<file path="src/rtl/multicycle_ctrl_if.sv">
// Control/status bundle between multicycle_ctrl and the multi-cycle datapath and memories.
// master = controller side, slave = datapath/memory side.
interface multicycle_ctrl_if #(
  parameter int unsigned CNT_W = 32
);
  logic [31:0]      i_instr;
  logic             i_imem_ready;
  logic             i_dmem_ready;
  logic             i_br_taken;
  logic             o_imem_req;
  logic             o_ir_wren;
  logic             o_dmem_req;
  logic             o_mem_wren;
  logic             o_pc_wren;
  logic             o_pc_sel;
  logic [1:0]       o_op1_sel;
  logic             o_op2_sel;
  logic [3:0]       o_alu_opcode;
  logic             o_br_unsign;
  logic             o_rd_wren;
  logic [1:0]       o_wb_sel;
  logic             o_retire;
  logic [CNT_W-1:0] o_instret;
  logic             o_illegal;
  logic             o_timeout;
  logic [2:0]       o_state;

  modport master (
    input  i_instr, i_imem_ready, i_dmem_ready, i_br_taken,
    output o_imem_req, o_ir_wren, o_dmem_req, o_mem_wren, o_pc_wren, o_pc_sel,
           o_op1_sel, o_op2_sel, o_alu_opcode, o_br_unsign, o_rd_wren, o_wb_sel,
           o_retire, o_instret, o_illegal, o_timeout, o_state
  );

  modport slave (
    output i_instr, i_imem_ready, i_dmem_ready, i_br_taken,
    input  o_imem_req, o_ir_wren, o_dmem_req, o_mem_wren, o_pc_wren, o_pc_sel,
           o_op1_sel, o_op2_sel, o_alu_opcode, o_br_unsign, o_rd_wren, o_wb_sel,
           o_retire, o_instret, o_illegal, o_timeout, o_state
  );
endinterface

</file>
<file path="src/rtl/multicycle_ctrl.sv">
// Multi-cycle RV32I(+mul) control FSM: FETCH/DECODE/EXEC/MEM/WB with req/ready memory
// handshakes, multi-cycle mul, retire counter and sticky illegal/timeout traps.
module multicycle_ctrl #(
  parameter int unsigned MUL_CYCLES  = 4,
  parameter int unsigned MEM_TIMEOUT = 16,
  parameter int unsigned CNT_W       = 32
) (
  input  logic              i_clk,
  input  logic              i_rst_n,
  multicycle_ctrl_if.master bus
);
  typedef enum logic [2:0] {
    S_FETCH  = 3'd0,
    S_DECODE = 3'd1,
    S_EXEC   = 3'd2,
    S_MEM    = 3'd3,
    S_WB     = 3'd4,
    S_TRAP   = 3'd5
  } state_e;

  typedef enum logic [2:0] {
    K_ALU, K_LOAD, K_STORE, K_BRANCH, K_JUMP, K_MUL, K_ILLEGAL
  } kind_e;

  localparam logic [3:0]       MUL_LAST  = 4'(MUL_CYCLES - 1);
  localparam logic [7:0]       WAIT_LAST = 8'(MEM_TIMEOUT - 1);
  localparam logic [CNT_W-1:0] CNT_ONE   = {{(CNT_W-1){1'b0}}, 1'b1};

  state_e           state_q, state_d;
  logic [3:0]       mul_cnt_q, mul_cnt_d;
  logic [7:0]       wait_q, wait_d;
  logic [CNT_W-1:0] instret_q, instret_d;
  logic             illegal_q, illegal_d;
  logic             timeout_q, timeout_d;

  logic [6:0] opcode, funct7;
  logic [2:0] funct3;
  kind_e      kind;
  logic [3:0] dec_alu;
  logic [1:0] dec_op1;
  logic       dec_op2;
  logic       unused_instr_bits;

  logic       imem_req, ir_wren, dmem_req, mem_wren, pc_wren, pc_sel;
  logic [1:0] op1_sel, wb_sel;
  logic       op2_sel, br_unsign, rd_wren, retire;
  logic [3:0] alu_opcode;

  assign opcode            = bus.i_instr[6:0];
  assign funct3            = bus.i_instr[14:12];
  assign funct7            = bus.i_instr[31:25];
  assign unused_instr_bits = ^{bus.i_instr[24:15], bus.i_instr[11:7]};

  function automatic logic [3:0] arith_op(input logic [2:0] f3, input logic alt);
    case (f3)
      3'b000:  arith_op = alt ? 4'b0001 : 4'b0000;
      3'b001:  arith_op = 4'b0010;
      3'b010:  arith_op = 4'b0011;
      3'b011:  arith_op = 4'b0100;
      3'b100:  arith_op = 4'b0101;
      3'b101:  arith_op = alt ? 4'b0111 : 4'b0110;
      3'b110:  arith_op = 4'b1000;
      default: arith_op = 4'b1001;
    endcase
  endfunction

  // Decode depends only on the IR, which stays stable from DECODE to retirement.
  always_comb begin
    kind    = K_ILLEGAL;
    dec_alu = 4'b0000;
    dec_op1 = 2'b00;
    dec_op2 = 1'b0;
    case (opcode)
      7'b0110011: begin
        if (funct7 == 7'b0000001) begin
          kind    = (funct3 == 3'b000) ? K_MUL : K_ILLEGAL;
          dec_alu = 4'b1010;
        end else begin
          kind    = K_ALU;
          dec_alu = arith_op(funct3, funct7[5]);
        end
      end
      7'b0010011: begin
        kind    = K_ALU;
        dec_op2 = 1'b1;
        dec_alu = arith_op(funct3, funct7[5] & (funct3 == 3'b101));
      end
      7'b0000011: begin kind = K_LOAD;   dec_op2 = 1'b1; end
      7'b0100011: begin kind = K_STORE;  dec_op2 = 1'b1; end
      7'b1100011: begin kind = K_BRANCH; dec_op1 = 2'b01; dec_op2 = 1'b1; end
      7'b1101111: begin kind = K_JUMP;   dec_op1 = 2'b01; dec_op2 = 1'b1; end
      7'b1100111: begin kind = K_JUMP;   dec_op2 = 1'b1; end
      7'b0110111: begin kind = K_ALU;    dec_op1 = 2'b10; dec_op2 = 1'b1; end
      7'b0010111: begin kind = K_ALU;    dec_op1 = 2'b01; dec_op2 = 1'b1; end
      default:    kind = K_ILLEGAL;
    endcase
  end

  always_comb begin
    state_d    = state_q;
    mul_cnt_d  = '0;
    wait_d     = '0;
    instret_d  = instret_q;
    illegal_d  = illegal_q;
    timeout_d  = timeout_q;
    imem_req   = 1'b0;
    ir_wren    = 1'b0;
    dmem_req   = 1'b0;
    mem_wren   = 1'b0;
    pc_wren    = 1'b0;
    pc_sel     = 1'b0;
    op1_sel    = 2'b00;
    op2_sel    = 1'b0;
    alu_opcode = 4'b0000;
    br_unsign  = 1'b0;
    rd_wren    = 1'b0;
    wb_sel     = 2'b00;
    retire     = 1'b0;

    case (state_q)
      S_FETCH: begin
        imem_req = 1'b1;
        if (bus.i_imem_ready) begin
          ir_wren = 1'b1;
          state_d = S_DECODE;
        end else if (wait_q == WAIT_LAST) begin
          state_d   = S_TRAP;
          timeout_d = 1'b1;
        end else begin
          wait_d = wait_q + 8'd1;
        end
      end
      S_DECODE: begin
        if (kind == K_ILLEGAL) begin
          state_d   = S_TRAP;
          illegal_d = 1'b1;
        end else begin
          state_d = S_EXEC;
        end
      end
      S_EXEC: begin
        op1_sel    = dec_op1;
        op2_sel    = dec_op2;
        alu_opcode = dec_alu;
        case (kind)
          K_BRANCH: begin
            br_unsign = funct3[1];
            pc_wren   = 1'b1;
            pc_sel    = bus.i_br_taken;
            retire    = 1'b1;
            state_d   = S_FETCH;
          end
          K_MUL: begin
            if (mul_cnt_q == MUL_LAST) state_d = S_WB;
            else                       mul_cnt_d = mul_cnt_q + 4'd1;
          end
          K_LOAD, K_STORE: state_d = S_MEM;
          default:         state_d = S_WB;
        endcase
      end
      S_MEM: begin
        dmem_req   = 1'b1;
        mem_wren   = (kind == K_STORE);
        op1_sel    = dec_op1;
        op2_sel    = dec_op2;
        alu_opcode = dec_alu;
        if (bus.i_dmem_ready) begin
          if (kind == K_STORE) begin
            pc_wren = 1'b1;
            retire  = 1'b1;
            state_d = S_FETCH;
          end else begin
            state_d = S_WB;
          end
        end else if (wait_q == WAIT_LAST) begin
          state_d   = S_TRAP;
          timeout_d = 1'b1;
        end else begin
          wait_d = wait_q + 8'd1;
        end
      end
      S_WB: begin
        rd_wren = 1'b1;
        pc_wren = 1'b1;
        retire  = 1'b1;
        pc_sel  = (kind == K_JUMP);
        wb_sel  = (kind == K_LOAD) ? 2'b01 : (kind == K_JUMP) ? 2'b10 : 2'b00;
        state_d = S_FETCH;
      end
      default: state_d = state_q;
    endcase

    if (retire) instret_d = instret_q + CNT_ONE;

    // Reset masks every side effect combinationally, so an in-flight access is dropped at once.
    if (!i_rst_n) begin
      imem_req = 1'b0;
      ir_wren  = 1'b0;
      dmem_req = 1'b0;
      mem_wren = 1'b0;
      pc_wren  = 1'b0;
      rd_wren  = 1'b0;
      retire   = 1'b0;
    end
  end

  always_ff @(posedge i_clk) begin
    if (!i_rst_n) begin
      state_q   <= S_FETCH;
      mul_cnt_q <= '0;
      wait_q    <= '0;
      instret_q <= '0;
      illegal_q <= 1'b0;
      timeout_q <= 1'b0;
    end else begin
      state_q   <= state_d;
      mul_cnt_q <= mul_cnt_d;
      wait_q    <= wait_d;
      instret_q <= instret_d;
      illegal_q <= illegal_d;
      timeout_q <= timeout_d;
    end
  end

  assign bus.o_imem_req   = imem_req;
  assign bus.o_ir_wren    = ir_wren;
  assign bus.o_dmem_req   = dmem_req;
  assign bus.o_mem_wren   = mem_wren;
  assign bus.o_pc_wren    = pc_wren;
  assign bus.o_pc_sel     = pc_sel;
  assign bus.o_op1_sel    = op1_sel;
  assign bus.o_op2_sel    = op2_sel;
  assign bus.o_alu_opcode = alu_opcode;
  assign bus.o_br_unsign  = br_unsign;
  assign bus.o_rd_wren    = rd_wren;
  assign bus.o_wb_sel     = wb_sel;
  assign bus.o_retire     = retire;
  assign bus.o_instret    = instret_q;
  assign bus.o_illegal    = illegal_q;
  assign bus.o_timeout    = timeout_q;
  assign bus.o_state      = state_q;
endmodule

</file>
<file path="src/flat_wrapper.sv">
// flat-port wrapper written by rule: the top's interface ports become plain ports
module multicycle_ctrl_flat 
#(
  parameter int unsigned MUL_CYCLES  = 4,
  parameter int unsigned MEM_TIMEOUT = 16,
  parameter int unsigned CNT_W       = 32
)
  (i_clk, i_rst_n, bus_i_instr, bus_i_imem_ready, bus_i_dmem_ready, bus_i_br_taken, bus_o_imem_req, bus_o_ir_wren, bus_o_dmem_req, bus_o_mem_wren, bus_o_pc_wren, bus_o_pc_sel, bus_o_op1_sel, bus_o_op2_sel, bus_o_alu_opcode, bus_o_br_unsign, bus_o_rd_wren, bus_o_wb_sel, bus_o_retire, bus_o_instret, bus_o_illegal, bus_o_timeout, bus_o_state);
  multicycle_ctrl_if #(.CNT_W(CNT_W)) bus_i ();
  input  logic i_clk;
  input  logic i_rst_n;
  input wire logic [$bits(bus_i.i_instr)-1:0] bus_i_instr;
  input wire logic [$bits(bus_i.i_imem_ready)-1:0] bus_i_imem_ready;
  input wire logic [$bits(bus_i.i_dmem_ready)-1:0] bus_i_dmem_ready;
  input wire logic [$bits(bus_i.i_br_taken)-1:0] bus_i_br_taken;
  output wire logic [$bits(bus_i.o_imem_req)-1:0] bus_o_imem_req;
  output wire logic [$bits(bus_i.o_ir_wren)-1:0] bus_o_ir_wren;
  output wire logic [$bits(bus_i.o_dmem_req)-1:0] bus_o_dmem_req;
  output wire logic [$bits(bus_i.o_mem_wren)-1:0] bus_o_mem_wren;
  output wire logic [$bits(bus_i.o_pc_wren)-1:0] bus_o_pc_wren;
  output wire logic [$bits(bus_i.o_pc_sel)-1:0] bus_o_pc_sel;
  output wire logic [$bits(bus_i.o_op1_sel)-1:0] bus_o_op1_sel;
  output wire logic [$bits(bus_i.o_op2_sel)-1:0] bus_o_op2_sel;
  output wire logic [$bits(bus_i.o_alu_opcode)-1:0] bus_o_alu_opcode;
  output wire logic [$bits(bus_i.o_br_unsign)-1:0] bus_o_br_unsign;
  output wire logic [$bits(bus_i.o_rd_wren)-1:0] bus_o_rd_wren;
  output wire logic [$bits(bus_i.o_wb_sel)-1:0] bus_o_wb_sel;
  output wire logic [$bits(bus_i.o_retire)-1:0] bus_o_retire;
  output wire logic [$bits(bus_i.o_instret)-1:0] bus_o_instret;
  output wire logic [$bits(bus_i.o_illegal)-1:0] bus_o_illegal;
  output wire logic [$bits(bus_i.o_timeout)-1:0] bus_o_timeout;
  output wire logic [$bits(bus_i.o_state)-1:0] bus_o_state;
  assign bus_i.i_instr = bus_i_instr;
  assign bus_i.i_imem_ready = bus_i_imem_ready;
  assign bus_i.i_dmem_ready = bus_i_dmem_ready;
  assign bus_i.i_br_taken = bus_i_br_taken;
  assign bus_o_imem_req = bus_i.o_imem_req;
  assign bus_o_ir_wren = bus_i.o_ir_wren;
  assign bus_o_dmem_req = bus_i.o_dmem_req;
  assign bus_o_mem_wren = bus_i.o_mem_wren;
  assign bus_o_pc_wren = bus_i.o_pc_wren;
  assign bus_o_pc_sel = bus_i.o_pc_sel;
  assign bus_o_op1_sel = bus_i.o_op1_sel;
  assign bus_o_op2_sel = bus_i.o_op2_sel;
  assign bus_o_alu_opcode = bus_i.o_alu_opcode;
  assign bus_o_br_unsign = bus_i.o_br_unsign;
  assign bus_o_rd_wren = bus_i.o_rd_wren;
  assign bus_o_wb_sel = bus_i.o_wb_sel;
  assign bus_o_retire = bus_i.o_retire;
  assign bus_o_instret = bus_i.o_instret;
  assign bus_o_illegal = bus_i.o_illegal;
  assign bus_o_timeout = bus_i.o_timeout;
  assign bus_o_state = bus_i.o_state;
  multicycle_ctrl #(.MUL_CYCLES(MUL_CYCLES), .MEM_TIMEOUT(MEM_TIMEOUT), .CNT_W(CNT_W)) u_core (.i_clk(i_clk), .i_rst_n(i_rst_n), .bus(bus_i));
endmodule
</file>
<file path="config.mk">
export PLATFORM = sky130hd
export DESIGN_NAME = multicycle_ctrl_flat
export DESIGN_NICKNAME = d
export VERILOG_FILES = /design/src/rtl/multicycle_ctrl_if.sv /design/src/rtl/multicycle_ctrl.sv /design/src/flat_wrapper.sv
export SDC_FILE = /design/constraint.sdc
export NUM_CORES = 1
export LEC_CHECK = 0
export CELL_PAD_IN_SITES_DETAIL_PLACEMENT = 0
export CELL_PAD_IN_SITES_GLOBAL_PLACEMENT = 1
export CORE_AREA = 2 2 100 102
export DETAILED_ROUTE_END_ITERATION = 6
export DIE_AREA = 0 0 102 104
export HOLD_SLACK_MARGIN = 0.15
export PLACE_DENSITY = 0.82
export SLEW_MARGIN = 40
export SYNTH_ARGS = -nofsm -noshare
export SYNTH_HDL_FRONTEND = slang
export SYNTH_SLANG_ARGS = --single-unit
export TNS_END_PERCENT = 20
</file>
<file path="constraint.sdc">
create_clock -name i_clk -period 1.8 [get_ports i_clk]
set_input_delay 0.18 -clock i_clk [delete_from_list [all_inputs] [get_ports i_clk]]
set_output_delay 0.18 -clock i_clk [all_outputs]
set_load 0.02 [all_outputs]
</file>
==> impl_results.md <==
* Status: finished, violations left
* Failing checks: setup timing
* CP Launch Type: primary input
* Number of buffers created by CTS at 5
* Top-count cell post-synth: nor2_1
* Dpl ws at -882 ps
* Total iterations of the first detailed-routing run at 4
* Drt wl/cell at 14.4 µm
* Initial Util at 29.1%
* Worst-path maximum fanout at 7
* Clock Path Buffers at 2
* Synthesized cell area at approximately 2800 µm²
* Num ports at 92
* Maxcap violations at 0
* Die area at roughly 11,000 µm²
* Nets at 544
* Max Clk Rate at 0.518 GHz
* Crit share post-route at 107%
* Slack of the critical path at -131 ps
* CP arrival at around 2200 ps
* Rel. slew slack at 68.1%
* DRT antenna net count at 0
* YS warnings at 0
* Non-Filler Instances at 637
* FF+latch count, synth at 49
* Hold buffers post-CTS at 0
* Vias at between 3,000 and 4,000
* Vias per cell at 5.01
* Cells after DPL at 619
* Pins Over Slew Limit at 0
* Post-synth EDFFs at 0
* Iter 0 DRT Violations at 90
* Slowest-stage cell, CP: a2111o_1
* GR Overflow Total at 0
* Required time of the critical path at 2030 ps
* Critical-path cell list: dlygate4sd2_1, buf_6, and2b_4, o2111ai_4, a2111o_1, or3_1, a21oi_1
* GP Congestion at 0.853
* Clock Sinks at 49
* Worst-path clk slew at 80 ps
* Post-synth top area share at between 30 and 40%
* Layout Area Growth over Synthesis at 70.1%
* Static leakage at 1.71 nW
* RSZ-0062 raised after global routing: yes
* Post-synthesis cell type count at 52
* Die height at 104 µm
* Synth Instances at ~350
* Final Skew at 13.8 ps
* CTS tree: done
* Std-Cell Core Area at 9550 µm²
* Setup CP Type: in2reg
* Commonest cells post-synth: nor2_1, dfxtp_1, nand2_1
* Hold Path Class: reg2reg
* Number of global-route vias before repair at between 3,000 and 4,000
* FILL cells at 923
* Number of I/O port buffers at 76
* Post-synth top area cell: dfxtp_1
* Hold Path Depth at 1
* Clock Tree Root: clkbuf_8
* Net count after synthesis at 388
* Largest net degree at the start of global routing at 21
* Row cnt at 36
* Tot GR Track Use at 16.8%
* Die width at 102 µm
* Area of the multi-input gates at 2010 µm²
* Final HPWL from detailed placement at 6.65 mm
* Fin util at roughly half
* WL final at 9.18 mm
* Antenna violations before repair at 0
* Cell Pwr Density at slightly above 600 nW/µm²
* Htree depth at 2
* Crit path time final at slightly below 2000 ps
* Peak VDD IR at about 0.3 mV
* R2r worst-path depth at 5
* Global-route wire length before repair at 14.6 mm
* Seq/Total Area, Yosys at a little over a third
* DRC viols at 0
* Flip-flop and latch area at 1010 µm²
* Fraction of layout cells with a size suffix above 1 at 38.7%
* Setup violations, final at 18
* Asr flop ratio synth at 0%
* Synth Flop Type: dfxtp_1
* Syn_area_per_cell at 7.97 µm²
* Hold Violations, Final at 0
* Antenna Cells at 0
* Synth top area cells: dfxtp_1, xnor2_1, nor2_1
* Max incr delay on CP at between 500 and 600 ps
* Clock latency on the worst-skew pair at 300 ps
* Worst Tran Pin Value at 474 ps
* Setup crit end kind: register
## metrics by stage
stage          setup TNS (ps)  hold slack [ps]  power [mW]  instance area, µm²
2_1_floorplan            -326              326        1.62                2850
3_3_place_gp           -28970              425        2.05                4310
3_5_place_dp           -30030              437        2.06                4310
4_1_cts                  -667              450        2.79                4510
5_1_grt                 -2790              475        3.04                4720
6_report                 -847              441        2.90                4720
## worst max-delay path, delay by kind of cell
| kind | cells | cell delay [ps] |
|---|---|---|
| buffers and inverters | 2 | 410 |
| AOI/OAI and AO/OA | 3 | 850 |
| and+or+nand+nor | 2 | 720 |
## final timing paths
path              slack [ps]                  start                        to
hold reg to reg          440       u_core.wait_q[0]          u_core.wait_q[0]
setup reg to reg        -130  u_core.bus.o_state[0]  u_core.bus.o_instret[25]
hold / removal           440       u_core.wait_q[0]          u_core.wait_q[0]
setup / recovery        -130         bus_i_instr[4]  u_core.bus.o_instret[25]
## timing repair
action,in CTS,in global routing
setup buffers,2,7
pin swaps,27,13
endpoints found under the setup margin,52,51
resized for setup,142,33
gates cloned,1,1
hold endpoints to repair,0,0
## kinds of logic (layout without fill, tap and decap cells)
kind of cell	Yosys count	after routing	share of synthesized area (%)
AND/OR/NAND/NOR	166	166	30.6
XOR/XNOR	31	31	9.78
flip-flops	49	49	35.3
adder cells (fa/ha/maj)	3	3	1.35
buffers and inverters	25	180	3.88
AO/OA/AOI/OAI	74	75	19.1
## state kept, by name, summed over array words and instances (netlist names)
name	cells
u_core.bus.o_state	3
u_core.bus.o_timeout	1
u_core.mul_cnt_q	4
u_core.bus.o_instret	32
u_core.wait_q	8
u_core.bus.o_illegal	1
## layer usage
layer	routed length, µm	global-route usage [%]
met4	282	6.95
met3	384	3.76
met2	4700	29.3
met1	3810	19.5
met5	0	0
## final cells by class
type / count / area share (%)
sequential: 49 / 21.4
clock inverter: 1 / 0.133
inverter: 8 / 0.636
tap: 133 / 3.53
timing repair buffer: 165 / 30.0
multi-input combinational: 275 / 42.6
clock buffer: 6 / 1.75
## where the power goes
group	leakage, nW	switching [mW]	total [mW]	internal (mW)
Sequential	0.406	0.0414	1.18	1.14
Clock	0.0476	0.354	0.660	0.306
Combinational	1.26	0.547	1.07	0.521
Total	1.71	0.942	2.90	1.96
## cell usage in the layout (no fill, tap or decap), types with 7 or more instances in the layout
master            n
inv_1             8
buf_4            84
xnor2_1          25
o21ai_0          10
buf_2            10
nand2_1          25
nor2_1           51
nand3_1          12
a21oi_1          17
clkdlybuf4s50_1  46
and3_1            9
nand4_1          10
dfxtp_1          30
buf_6            11
dfxtp_2          16
dlygate4sd2_1     7
No activity file was read; power rests on OpenSTA's default activity.
